===== config.mk =====
export PLATFORM = sky130hd
export DESIGN_NAME = arb_requester_flat
export DESIGN_NICKNAME = d
export VERILOG_FILES = /design/src/rtl/arb_requester_if.sv /design/src/rtl/arb_requester.sv /design/src/flat_wrapper.sv
export SDC_FILE = /design/constraint.sdc
export NUM_CORES = 1
export LEC_CHECK = 0
export ABC_AREA = 1
export BUFFER_PORTS_ARGS = -buffer_cell sky130_fd_sc_hd__buf_2
export CAP_MARGIN = 20
export CORE_MARGIN = 3
export CORE_UTILIZATION = 58
export DETAILED_ROUTE_END_ITERATION = 10
export PLACE_DENSITY = 0.87
export SLEW_MARGIN = 20
export SYNTH_ARGS = -nofsm -noshare
export SYNTH_HDL_FRONTEND = slang
export SYNTH_SLANG_ARGS = --single-unit

===== constraint.sdc =====
create_clock -name clk -period 1.9 [get_ports clk]
set_clock_uncertainty 0.2 [all_clocks]
set_input_delay 0.19 -clock clk [delete_from_list [all_inputs] [get_ports clk]]
set_output_delay 0.19 -clock clk [all_outputs]
set_load 0.005 [all_outputs]

===== src/rtl/arb_requester_if.sv =====
// -----------------------------------------------------------------------------
// arb_requester_if
// Bundles the four-channel requester <-> arbiter/bench signals.
//   push      [3:0] per-channel enqueue strobe (into the requester)
//   GNT       [3:0] fixed-priority arbiter grant (into the requester)
//   REQ       [3:0] registered request to the arbiter
//   done      [3:0] one-cycle completion pulse per channel
//   ovf       [3:0] sticky per-channel overflow flag
//   proto_err       sticky grant-protocol violation flag
//   starve    [3:0] sticky per-channel grant-timeout flag
// Modports: master = requester (drives REQ/status), slave = arbiter/stimulus.
// -----------------------------------------------------------------------------
interface arb_requester_if;
  logic [3:0] push;
  logic [3:0] GNT;
  logic [3:0] REQ;
  logic [3:0] done;
  logic [3:0] ovf;
  logic       proto_err;
  logic [3:0] starve;

  modport master (
    input  push, GNT,
    output REQ, done, ovf, proto_err, starve
  );

  modport slave (
    output push, GNT,
    input  REQ, done, ovf, proto_err, starve
  );
endinterface


===== src/rtl/arb_requester.sv =====
// -----------------------------------------------------------------------------
// arb_requester
// Four independent request channels in front of a fixed-priority arbiter.
// Each channel queues up to QDEPTH transactions and, per transaction, holds
// REQ until BURST_LEN granted beats have been received (grants may be
// interrupted by preemption), then emits a one-cycle done pulse.
//
// Parameters: BURST_LEN (1..15), QDEPTH (1..7), TIMEOUT (1..255).
// Ports:
//   clk    rising-edge clock
//   reset  synchronous active-high reset
//   bus    arb_requester_if.master (push, GNT in; REQ, done, ovf,
//          proto_err, starve out)
// Optional feature: define ARB_REQUESTER_TIMEOUT_EN to build the per-channel
// 8-bit wait-for-grant counter driving starve; otherwise starve is 0.
// -----------------------------------------------------------------------------
module arb_requester #(
  parameter int BURST_LEN = 4,
  parameter int QDEPTH    = 7,
  parameter int TIMEOUT   = 15
) (
  input  logic           clk,
  input  logic           reset,
  arb_requester_if.master bus
);

  localparam int         NCH       = 4;
  localparam logic [3:0] BEAT_LAST = 4'(BURST_LEN - 1);
  localparam logic [2:0] QMAX      = 3'(QDEPTH);

  typedef enum logic [1:0] {IDLE, ACTIVE, DONE} state_e;

  state_e         state_q [NCH];
  logic [2:0]     pend_q  [NCH];
  logic [2:0]     pend_d  [NCH];
  logic [3:0]     beat_q  [NCH];
  logic [NCH-1:0] req_q;
  logic [NCH-1:0] done_q;
  logic [NCH-1:0] ovf_q;
  logic [NCH-1:0] ovf_d;
  logic           proto_err_q;
  logic           proto_err_d;
  logic           gnt_multi;
  logic           gnt_unreq;

  // Pending counter: the DONE cycle retires one transaction, so a push in
  // that same cycle nets to zero and can never overflow.
  always_comb begin
    ovf_d = ovf_q;
    for (int i = 0; i < NCH; i++) begin
      pend_d[i] = pend_q[i];
      if (state_q[i] == DONE) begin
        if (!bus.push[i]) pend_d[i] = pend_q[i] - 3'd1;
      end else if (bus.push[i]) begin
        if (pend_q[i] < QMAX) pend_d[i] = pend_q[i] + 3'd1;
        else                  ovf_d[i]  = 1'b1;
      end
    end
  end

  // A power-of-two test catches more than one grant bit set; a grant to a
  // channel whose registered request is low is also a violation.
  always_comb begin
    gnt_multi   = (bus.GNT & (bus.GNT - 4'd1)) != 4'd0;
    gnt_unreq   = (bus.GNT & ~req_q) != 4'd0;
    proto_err_d = proto_err_q | gnt_multi | gnt_unreq;
  end

  // Per-channel FSM; REQ and done are registered alongside the state so
  // REQ is high exactly while the state is ACTIVE.
  always_ff @(posedge clk) begin
    if (reset) begin
      for (int i = 0; i < NCH; i++) begin
        state_q[i] <= IDLE;
        pend_q[i]  <= 3'd0;
        beat_q[i]  <= 4'd0;
      end
      req_q       <= '0;
      done_q      <= '0;
      ovf_q       <= '0;
      proto_err_q <= 1'b0;
    end else begin
      ovf_q       <= ovf_d;
      proto_err_q <= proto_err_d;
      for (int i = 0; i < NCH; i++) begin
        pend_q[i] <= pend_d[i];
        done_q[i] <= 1'b0;
        case (state_q[i])
          IDLE: begin
            if (pend_q[i] != 3'd0) begin
              state_q[i] <= ACTIVE;
              req_q[i]   <= 1'b1;
            end else begin
              req_q[i]   <= 1'b0;
            end
          end
          ACTIVE: begin
            // Ungranted cycles (preemption) hold the beat count.
            if (bus.GNT[i]) begin
              if (beat_q[i] == BEAT_LAST) begin
                beat_q[i]  <= 4'd0;
                state_q[i] <= DONE;
                req_q[i]   <= 1'b0;
                done_q[i]  <= 1'b1;
              end else begin
                beat_q[i]  <= beat_q[i] + 4'd1;
              end
            end
          end
          DONE: begin
            // Always pass through IDLE so REQ drops between transactions.
            state_q[i] <= IDLE;
            req_q[i]   <= 1'b0;
          end
          default: begin
            state_q[i] <= IDLE;
            req_q[i]   <= 1'b0;
          end
        endcase
      end
    end
  end

  assign bus.REQ       = req_q;
  assign bus.done      = done_q;
  assign bus.ovf       = ovf_q;
  assign bus.proto_err = proto_err_q;

`ifdef ARB_REQUESTER_TIMEOUT_EN
  localparam logic [7:0] WMAX = 8'(TIMEOUT);

  logic [7:0]     wait_q [NCH];
  logic [NCH-1:0] starve_q;

  // Wait counter counts ungranted ACTIVE cycles and saturates at TIMEOUT;
  // starve latches on the cycle the count reaches TIMEOUT.
  always_ff @(posedge clk) begin
    if (reset) begin
      for (int i = 0; i < NCH; i++) wait_q[i] <= 8'd0;
      starve_q <= '0;
    end else begin
      for (int i = 0; i < NCH; i++) begin
        if (state_q[i] == ACTIVE && !bus.GNT[i]) begin
          if (wait_q[i] < WMAX)         wait_q[i]   <= wait_q[i] + 8'd1;
          if (wait_q[i] >= WMAX - 8'd1) starve_q[i] <= 1'b1;
        end else begin
          wait_q[i] <= 8'd0;
        end
      end
    end
  end

  assign bus.starve = starve_q;
`else
  assign bus.starve = '0;
`endif

endmodule


===== src/flat_wrapper.sv =====
// flat-port wrapper written by rule: the top's interface ports become plain ports
module arb_requester_flat 
#(
  parameter int BURST_LEN = 4,
  parameter int QDEPTH    = 7,
  parameter int TIMEOUT   = 15
)
  (clk, reset, bus_push, bus_GNT, bus_REQ, bus_done, bus_ovf, bus_proto_err, bus_starve);
  arb_requester_if bus_i ();
  input  logic clk;
  input  logic reset;
  input wire logic [$bits(bus_i.push)-1:0] bus_push;
  input wire logic [$bits(bus_i.GNT)-1:0] bus_GNT;
  output wire logic [$bits(bus_i.REQ)-1:0] bus_REQ;
  output wire logic [$bits(bus_i.done)-1:0] bus_done;
  output wire logic [$bits(bus_i.ovf)-1:0] bus_ovf;
  output wire logic [$bits(bus_i.proto_err)-1:0] bus_proto_err;
  output wire logic [$bits(bus_i.starve)-1:0] bus_starve;
  assign bus_i.push = bus_push;
  assign bus_i.GNT = bus_GNT;
  assign bus_REQ = bus_i.REQ;
  assign bus_done = bus_i.done;
  assign bus_ovf = bus_i.ovf;
  assign bus_proto_err = bus_i.proto_err;
  assign bus_starve = bus_i.starve;
  arb_requester #(.BURST_LEN(BURST_LEN), .QDEPTH(QDEPTH), .TIMEOUT(TIMEOUT)) u_core (.clk(clk), .reset(reset), .bus(bus_i));
endmodule

==> results.yml, run 1 <==
clock_tree:
  cts_tree: "built"
  clk_latency_ns: 0.31
  htree_num_levels: 2
  cts_buffer_depth: 2
  cts-root-buf: "clkbuf_8"
  path_clk_slew_ns: 0.09
  cts_buffers: 5
  cts.sinks: 49
grt:
  grt_max_degree: 17
  track_usage_pct: 19.52
  antenna_found_initial: 0
  gr-total-overflow: 0
  first_global_vias: 1843
  grt_first_pass_wirelength_mm: 7.879
timing:
  max_freq_ghz: 0.5638
  rsz0062_at_grt: "no"
  fin_crit_ns: 1.774
  hold_violations: 0
  finalSetupViolations: 0
  min_period_over_period_pct: 93.35
  drv_slew: 0
  setup_tns_ns: 0
power_and_ir_drop:
  cellPowerDensity_nw_per_um2: 1085
  finalPower_uw: 3055
  pwr-share-clk_pct: 20.2
  switching_power_uw: 1096
  p_comb_share_pct: 30.0
  p_sw_share_pct: 35.88
  p_int_uw: 1959
  max-vdd-ir-drop_mv: 0.7403
  sequentialPowerShare_pct: 49.9
  p_leak_uw: 0.001313
worst_setup_path:
  worstPathRequired_ns: 1.95
  path_common_cell: "nand2_1"
  worstPathMaxFanout: 4
  critical_path.top_delay_family: "simple AND/OR/NAND/NOR gates"
  worstSetupPathType: "flop to flop"
  endpoint_kind: "flop"
  critPathMaxStageDelay_ns: 0.44
  worstPathArrival_ns: 1.83
  path_cells: "inv_2 > nand2_2 > fa_2 > inv_1 > nand2_1 > nand2_1 > nand3_2 > nand2_1 > inv_1 > nor2_1"
  cp_slowest_cell: "edfxtp_1"
  startpoint_type: "flop"
  critical_path_buf_inv_count: 3
synth:
  yosysMostFrequentCell: "nor2_1"
  synthTopCellsByArea: "edfxtp_1 28%, dfxtp_1 20%, nor2_1 6.7%"
  netlist_area_sq_um: 2534
  synthDominantCellAreaShare_pct: 28.44
  synth_seq_area_share_pct: 48.20
  syn_avg_cell_area_sq_um: 8.446
  ys.flop_type: "dfxtp_1"
  async_flop_share_pct: 0
  synthCells: 300
  synth_commonest_cells: "45 x nor2_1, 44 x nand2_1, 40 x inv_1, 25 x dfxtp_1"
  synth.distinct_cells: 34
  synth_edf_count: 24
  ys_ff_latch: 49
  yosys_warnings: 0
  synth_top_area_cell: "edfxtp_1"
min_path:
  hold_path_class: "input port to flop"
placed_design:
  place_hpwl_mm: 3.469
  port_buffers: 22
  gp_congestion: 0.7976
detailed_routing:
  viasPerCell: 5.228
  vias: 1997
  firstDrtPassIters: 4
  drt_wl_total_mm: 4.689
  drc: 0
  ant_nets: 0
  drtIter0Drc: 126
  post_drt_wl_per_cell_microns: 12.27
floorplanning:
  start_util_pct: 61.57
  core_region_area_sq_um: 4115
  fp.dieW_microns: 72.10
  die_y_microns: 72.10
  rows: 23
  die-area_sq_um: 5198
  io_pins: 27
finish:
  layout.nets: 349
  fillers: 324
  multiInputGateArea_sq_um: 1090
  drive_above_1_share_pct: 18.98
  n_antenna_cell: 0
  syn2layout_area_growth_pct: 11.11
  seqCellArea_sq_um: 1221
run:
  maxCapViolCount: 0
status:
  status: "finished, final reports clean"
layout by cell type (no fill, tap or decap), types with 7 or more instances in the layout:
cell type and count:
nand2_1 44, nand2_2 7, edfxtp_1 24, buf_2 22
o21ai_1 9, nand4_1 7, nand3_1 24, a21oi_1 15
dfxtp_1 25, inv_1 40, nor2_1 45, inv_2 9
power by group through the flow:
stage               Clock (uW)  Sequential [uW]  Combinational, uW
floorplan                    0             1500                696
global placement             0             1530                837
detailed placement           0             1540                874
CTS                        629             1520                882
global route               661             1550               1060
finish                     616             1520                916
final cells by class:
cell class              instances  area share (%)
well taps                      50           2.222
repair buffers                 29           6.044
clock inverters                 2          0.5333
clock buffers                   6           2.578
multi-input cells             197           38.71
flip-flops and latches         49           43.38
inverters                      49           6.533
stage by stage:
stage | std cells | setup WS (ns) | util (%) | hold slack, ns | cell area [sq um]
after detailed placement | 368 | 0.09013 | 64.88 | 0.2385 | 2670
after CTS | 379 | 0.04408 | 67.74 | 0.02070 | 2788
after global routing | 382 | 0.01561 | 68.41 | 0.05445 | 2815
after global placement | 368 | 0.1859 | 64.88 | 0.2380 | 2670
after floorplan | 303 | 0.2167 | - | 0.1570 | 2545
final | 382 | 0.1263 | 68.41 | 0.02654 | 2815
cells by family (layout without fill, tap and decap cells):
logic type,after synthesis,count (layout),synth area share (%)
and+or+nand+nor,140,140,25.48
buffers and inverters,57,86,9.432
adders and majority gates,8,8,5.136
DFF,49,49,48.20
other,1,4,0.1480
xor gates and xnor gates,5,5,2.025
AOI/OAI and AO/OA,40,40,9.580
worst register-to-register path, delay by kind of cell, from the launching register on:
kind | cells | cell delay, ns
flops | 1 | 0.44
fa+ha+maj | 1 | 0.41
buf+inv | 3 | 0.20
simple gates | 6 | 0.47
final timing paths:
| path | slack (ns) | to | start | depth (start not counted) |
|---|---|---|---|---|
| setup reg to reg | 0.13 | u_core.pend_q[0][2]$_SDFFE_PP0P_ | u_core.state_q[0][0]$_SDFFCE_PP0P_ | 10 |
| hold reg to reg | 0.25 | u_core.bus.ovf[3]$_SDFFE_PP0P_ | u_core.bus.ovf[3]$_SDFFE_PP0P_ | 2 |
| setup / recovery | 0.13 | u_core.pend_q[0][2]$_SDFFE_PP0P_ | u_core.state_q[0][0]$_SDFFCE_PP0P_ | 10 |
| hold / removal | 0.03 | u_core.bus.ovf[1]$_SDFFE_PP0P_ | bus_push[1] | 4 |
repair_timing:
item                                    4_1_cts  5_1_grt
hold buffers                                  3        0
hold endpoints to repair                      3        0
gates resized for setup                       0        2
buffers inserted                              0        3
endpoints found under the setup margin        0        2
metal layers:
layer  wire, microns  part of all wire [%]  up-vias  GRT usage (%)
met2            2305                    49       39          31.85
met4              95                   2.0        0          9.186
met3             229                   4.9        8          4.709
met1            2058                    44      922          24.37
met5               0                     0        -              0
li1                -                     -     1028              -
flip-flops by register name, summed over array words and instances, names as in the netlist:
register,cells
u_core.state_q,8
u_core.beat_q,16
u_core.bus.proto_err,1
u_core.bus.done,4
u_core.bus.REQ,4
u_core.bus.ovf,4
u_core.pend_q,12
Power figures use the tool's default switching activity.
==> run 2, diff against run 1 <==
CELL_PAD_IN_SITES_DETAIL_PLACEMENT = 1   (was default)
CELL_PAD_IN_SITES_GLOBAL_PLACEMENT = 1   (was default)
CORE_UTILIZATION = 44   (was 58)
==> run 2 against run 1 <==
Sequential power is essentially flat; maximum frequency is essentially flat; sequential share of layout area shrank 0.46 points.
==> results.yml, run 2 (synthesized netlist as in run 1, its figures left out) <==
grt:
  gr-total-overflow: 0
  track_usage_pct: 18.96
  grt_max_degree: 16
  antenna_found_initial: 0
  first_global_vias: 2109
  grt_first_pass_wirelength_mm: 9.687
worst_setup_path:
  startpoint_type: "flop"
  r2r_start: "u_core.state_q[0][4]$_SDFFCE_PP0P_"
  path_common_cell: "nand2_1"
  worstPathArrival_ns: 1.83
  worst-r2r-cell-count: 10
  critical_path_buf_inv_count: 3
  critical_path.top_delay_family: "adder cells"
  critPathMaxStageDelay_ns: 0.45
  crit_end: "u_core.pend_q[2][2]$_SDFFE_PP0P_"
  worstSetupPathDepth: 10
  path_cells: "inv_2 > nand2_2 > fa_1 > inv_1 > nand2_1 > nand2_1 > nand3_1 > nand2_1 > inv_1 > nor2_1"
  worstPathMaxFanout: 5
  worstPathRequired_ns: 1.96
  endpoint_kind: "flop"
  worstSetupPathType: "flop to flop"
  startpoint: "u_core.state_q[0][4]$_SDFFCE_PP0P_"
  cp_slowest_cell: "fa_1"
  rrSetupSlack_ns: 0.13
  r2r-end: "u_core.pend_q[2][2]$_SDFFE_PP0P_"
power_and_ir_drop:
  sequentialPowerShare_pct: 48.6
  switching_power_uw: 1144
  p_leak_uw: 0.001331
  p_int_uw: 1995
  p_sw_share_pct: 36.45
  max-vdd-ir-drop_mv: 0.5035
  p_comb_share_pct: 31.9
  cellPowerDensity_nw_per_um2: 1103
  pwr-share-clk_pct: 19.5
timing:
  finalSetupViolations: 0
  min_period_over_period_pct: 93.30
  rsz0062_at_grt: "no"
  setup_tns_ns: 0
  max_freq_ghz: 0.5641
  fin_crit_ns: 1.773
  drv_slew: 0
  hold_violations: 0
detailed_routing:
  dr_wl_met3_microns: 213
  ant_nets: 0
  drc: 0
  viasPerCell: 5.099
  vias: 2070
  drtIter0Drc: 113
  wl_met1_mm: 2.419
  drt_wl_total_mm: 5.728
  post_drt_wl_per_cell_microns: 14.11
  wl_met2_mm: 3.020
  routed.top_layer: "met4"
  firstDrtPassIters: 4
placed_design:
  dp.cells: 392
  place_hpwl_mm: 4.377
  port_buffers: 22
  gp_congestion: 0.7856
clock_tree:
  cts_tree: "built"
  cts.sinks: 49
  htree_num_levels: 2
  clk_latency_ns: 0.30
  path_clk_slew_ns: 0.09
  cts_buffer_depth: 2
  cts_buffers: 5
  cts-root-buf: "clkbuf_8"
min_path:
  hold_path_class: "input port to flop"
run:
  maxCapViolCount: 0
floorplanning:
  die_y_microns: 81.89
  fp.dieW_microns: 81.89
  io_pins: 27
  core_region_area_sq_um: 5540
  rows: 27
  die-area_sq_um: 6705
  start_util_pct: 45.73
finish:
  largest_register: "u_core.beat_q"
  n_antenna_cell: 0
  layout.cells.most_common: "nor2_1"
  largest_register_ffs: 16
  drive_above_1_share_pct: 20.06
  layout_common_cells: "45 x nor2_1, 44 x nand2_1, 40 x inv_1"
  fin_cells: 406
  syn2layout_area_growth_pct: 12.30
  layout.nets: 351
  top_regs: "u_core.beat_q x16, u_core.pend_q x12, u_core.state_q x8"
status:
  status: "finished, final reports clean"
run 2: cell types whose count changed in the layout (fill, tap and decap cells not counted), sizes merged:
cell | before | now
buf | 26 | 31
clkinvlp | 2 | 0
clkbuf | 6 | 7
inv | 49 | 50
dlygate4sd3 | 3 | 0
run 2: tightest hold or removal path: stages:
cell     delay [ns]
buf_2          0.10
a21oi_1        0.06
nand2_1        0.06
a21oi_1        0.06
run 2: timing repair:
action | CTS | global route
hold buffers | 0 | 0
gates resized for setup | 0 | 2
setup buffers | 0 | 6
endpoints found under the setup margin | 0 | 3
run 2: metal layers:
| metal | up-vias | track usage (%) |
|---|---|---|
| met5 | - | 0 |
| met3 | 7 | 4.276 |
| li1 | 1032 | - |
| met4 | 0 | 6.977 |
| met2 | 29 | 33.28 |
| met1 | 1002 | 22.51 |
run 2: worst min-delay path by stage:
| stage | end | cells past startpoint | from | slack [ns] |
|---|---|---|---|---|
| after global placement | u_core.bus.ovf[3]$_SDFFE_PP0P_ | 2 | u_core.bus.ovf[3]$_SDFFE_PP0P_ | 0.24 |
| after CTS | u_core.bus.REQ[1]$_SDFFE_PP0P_ | 4 | bus_GNT[1] | 0.006 |
| after floorplan | u_core.bus.ovf[3]$_SDFFE_PP0P_ | 2 | bus_push[3] | 0.16 |
| final | u_core.bus.REQ[1]$_SDFFE_PP0P_ | 4 | bus_GNT[1] | 0.02 |
| after detailed placement | u_core.bus.ovf[0]$_SDFFE_PP0P_ | 1 | u_core.bus.ovf[0]$_SDFFE_PP0P_ | 0.26 |
| after global routing | u_core.bus.REQ[1]$_SDFFE_PP0P_ | 4 | bus_GNT[1] | 0.02 |
run 2: layout make-up:
type / instances / area [sq um]
flip-flops and latches: 49 / 1221
fillers: 710 / 2695
repair buffers: 31 / 177.7
clock inverters: 1 / 6.256
multi-input cells: 197 / 1090
clock buffers: 7 / 76.32
well taps: 72 / 90.09
inverters: 49 / 183.9
run 2: power groups by stage:
stage / clock network (uW) / registers [uW] / logic [uW]
finish: 612 / 1530 / 1000
global route: 674 / 1560 / 1160
CTS: 630 / 1530 / 938
detailed placement: 0 / 1550 / 926
global placement: 0 / 1530 / 867
floorplan: 0 / 1500 / 696
run 2: metrics by stage:
| step | hold slack, ns | setup slack, ns | instance area (sq um) | power, uW | utilization, % |
|---|---|---|---|---|---|
| floorplan | 0.1570 | 0.2167 | 2545 | 2200 | - |
| global placement | 0.2395 | 0.1781 | 2713 | 2397 | 48.96 |
| detailed placement | 0.2570 | 0.07566 | 2713 | 2475 | 48.96 |
| CTS | 0.006245 | 0.06646 | 2795 | 3095 | 50.45 |
| global route | 0.02076 | 0.0001141 | 2845 | 3385 | 51.36 |
| finish | 0.02037 | 0.1272 | 2845 | 3139 | 51.36 |
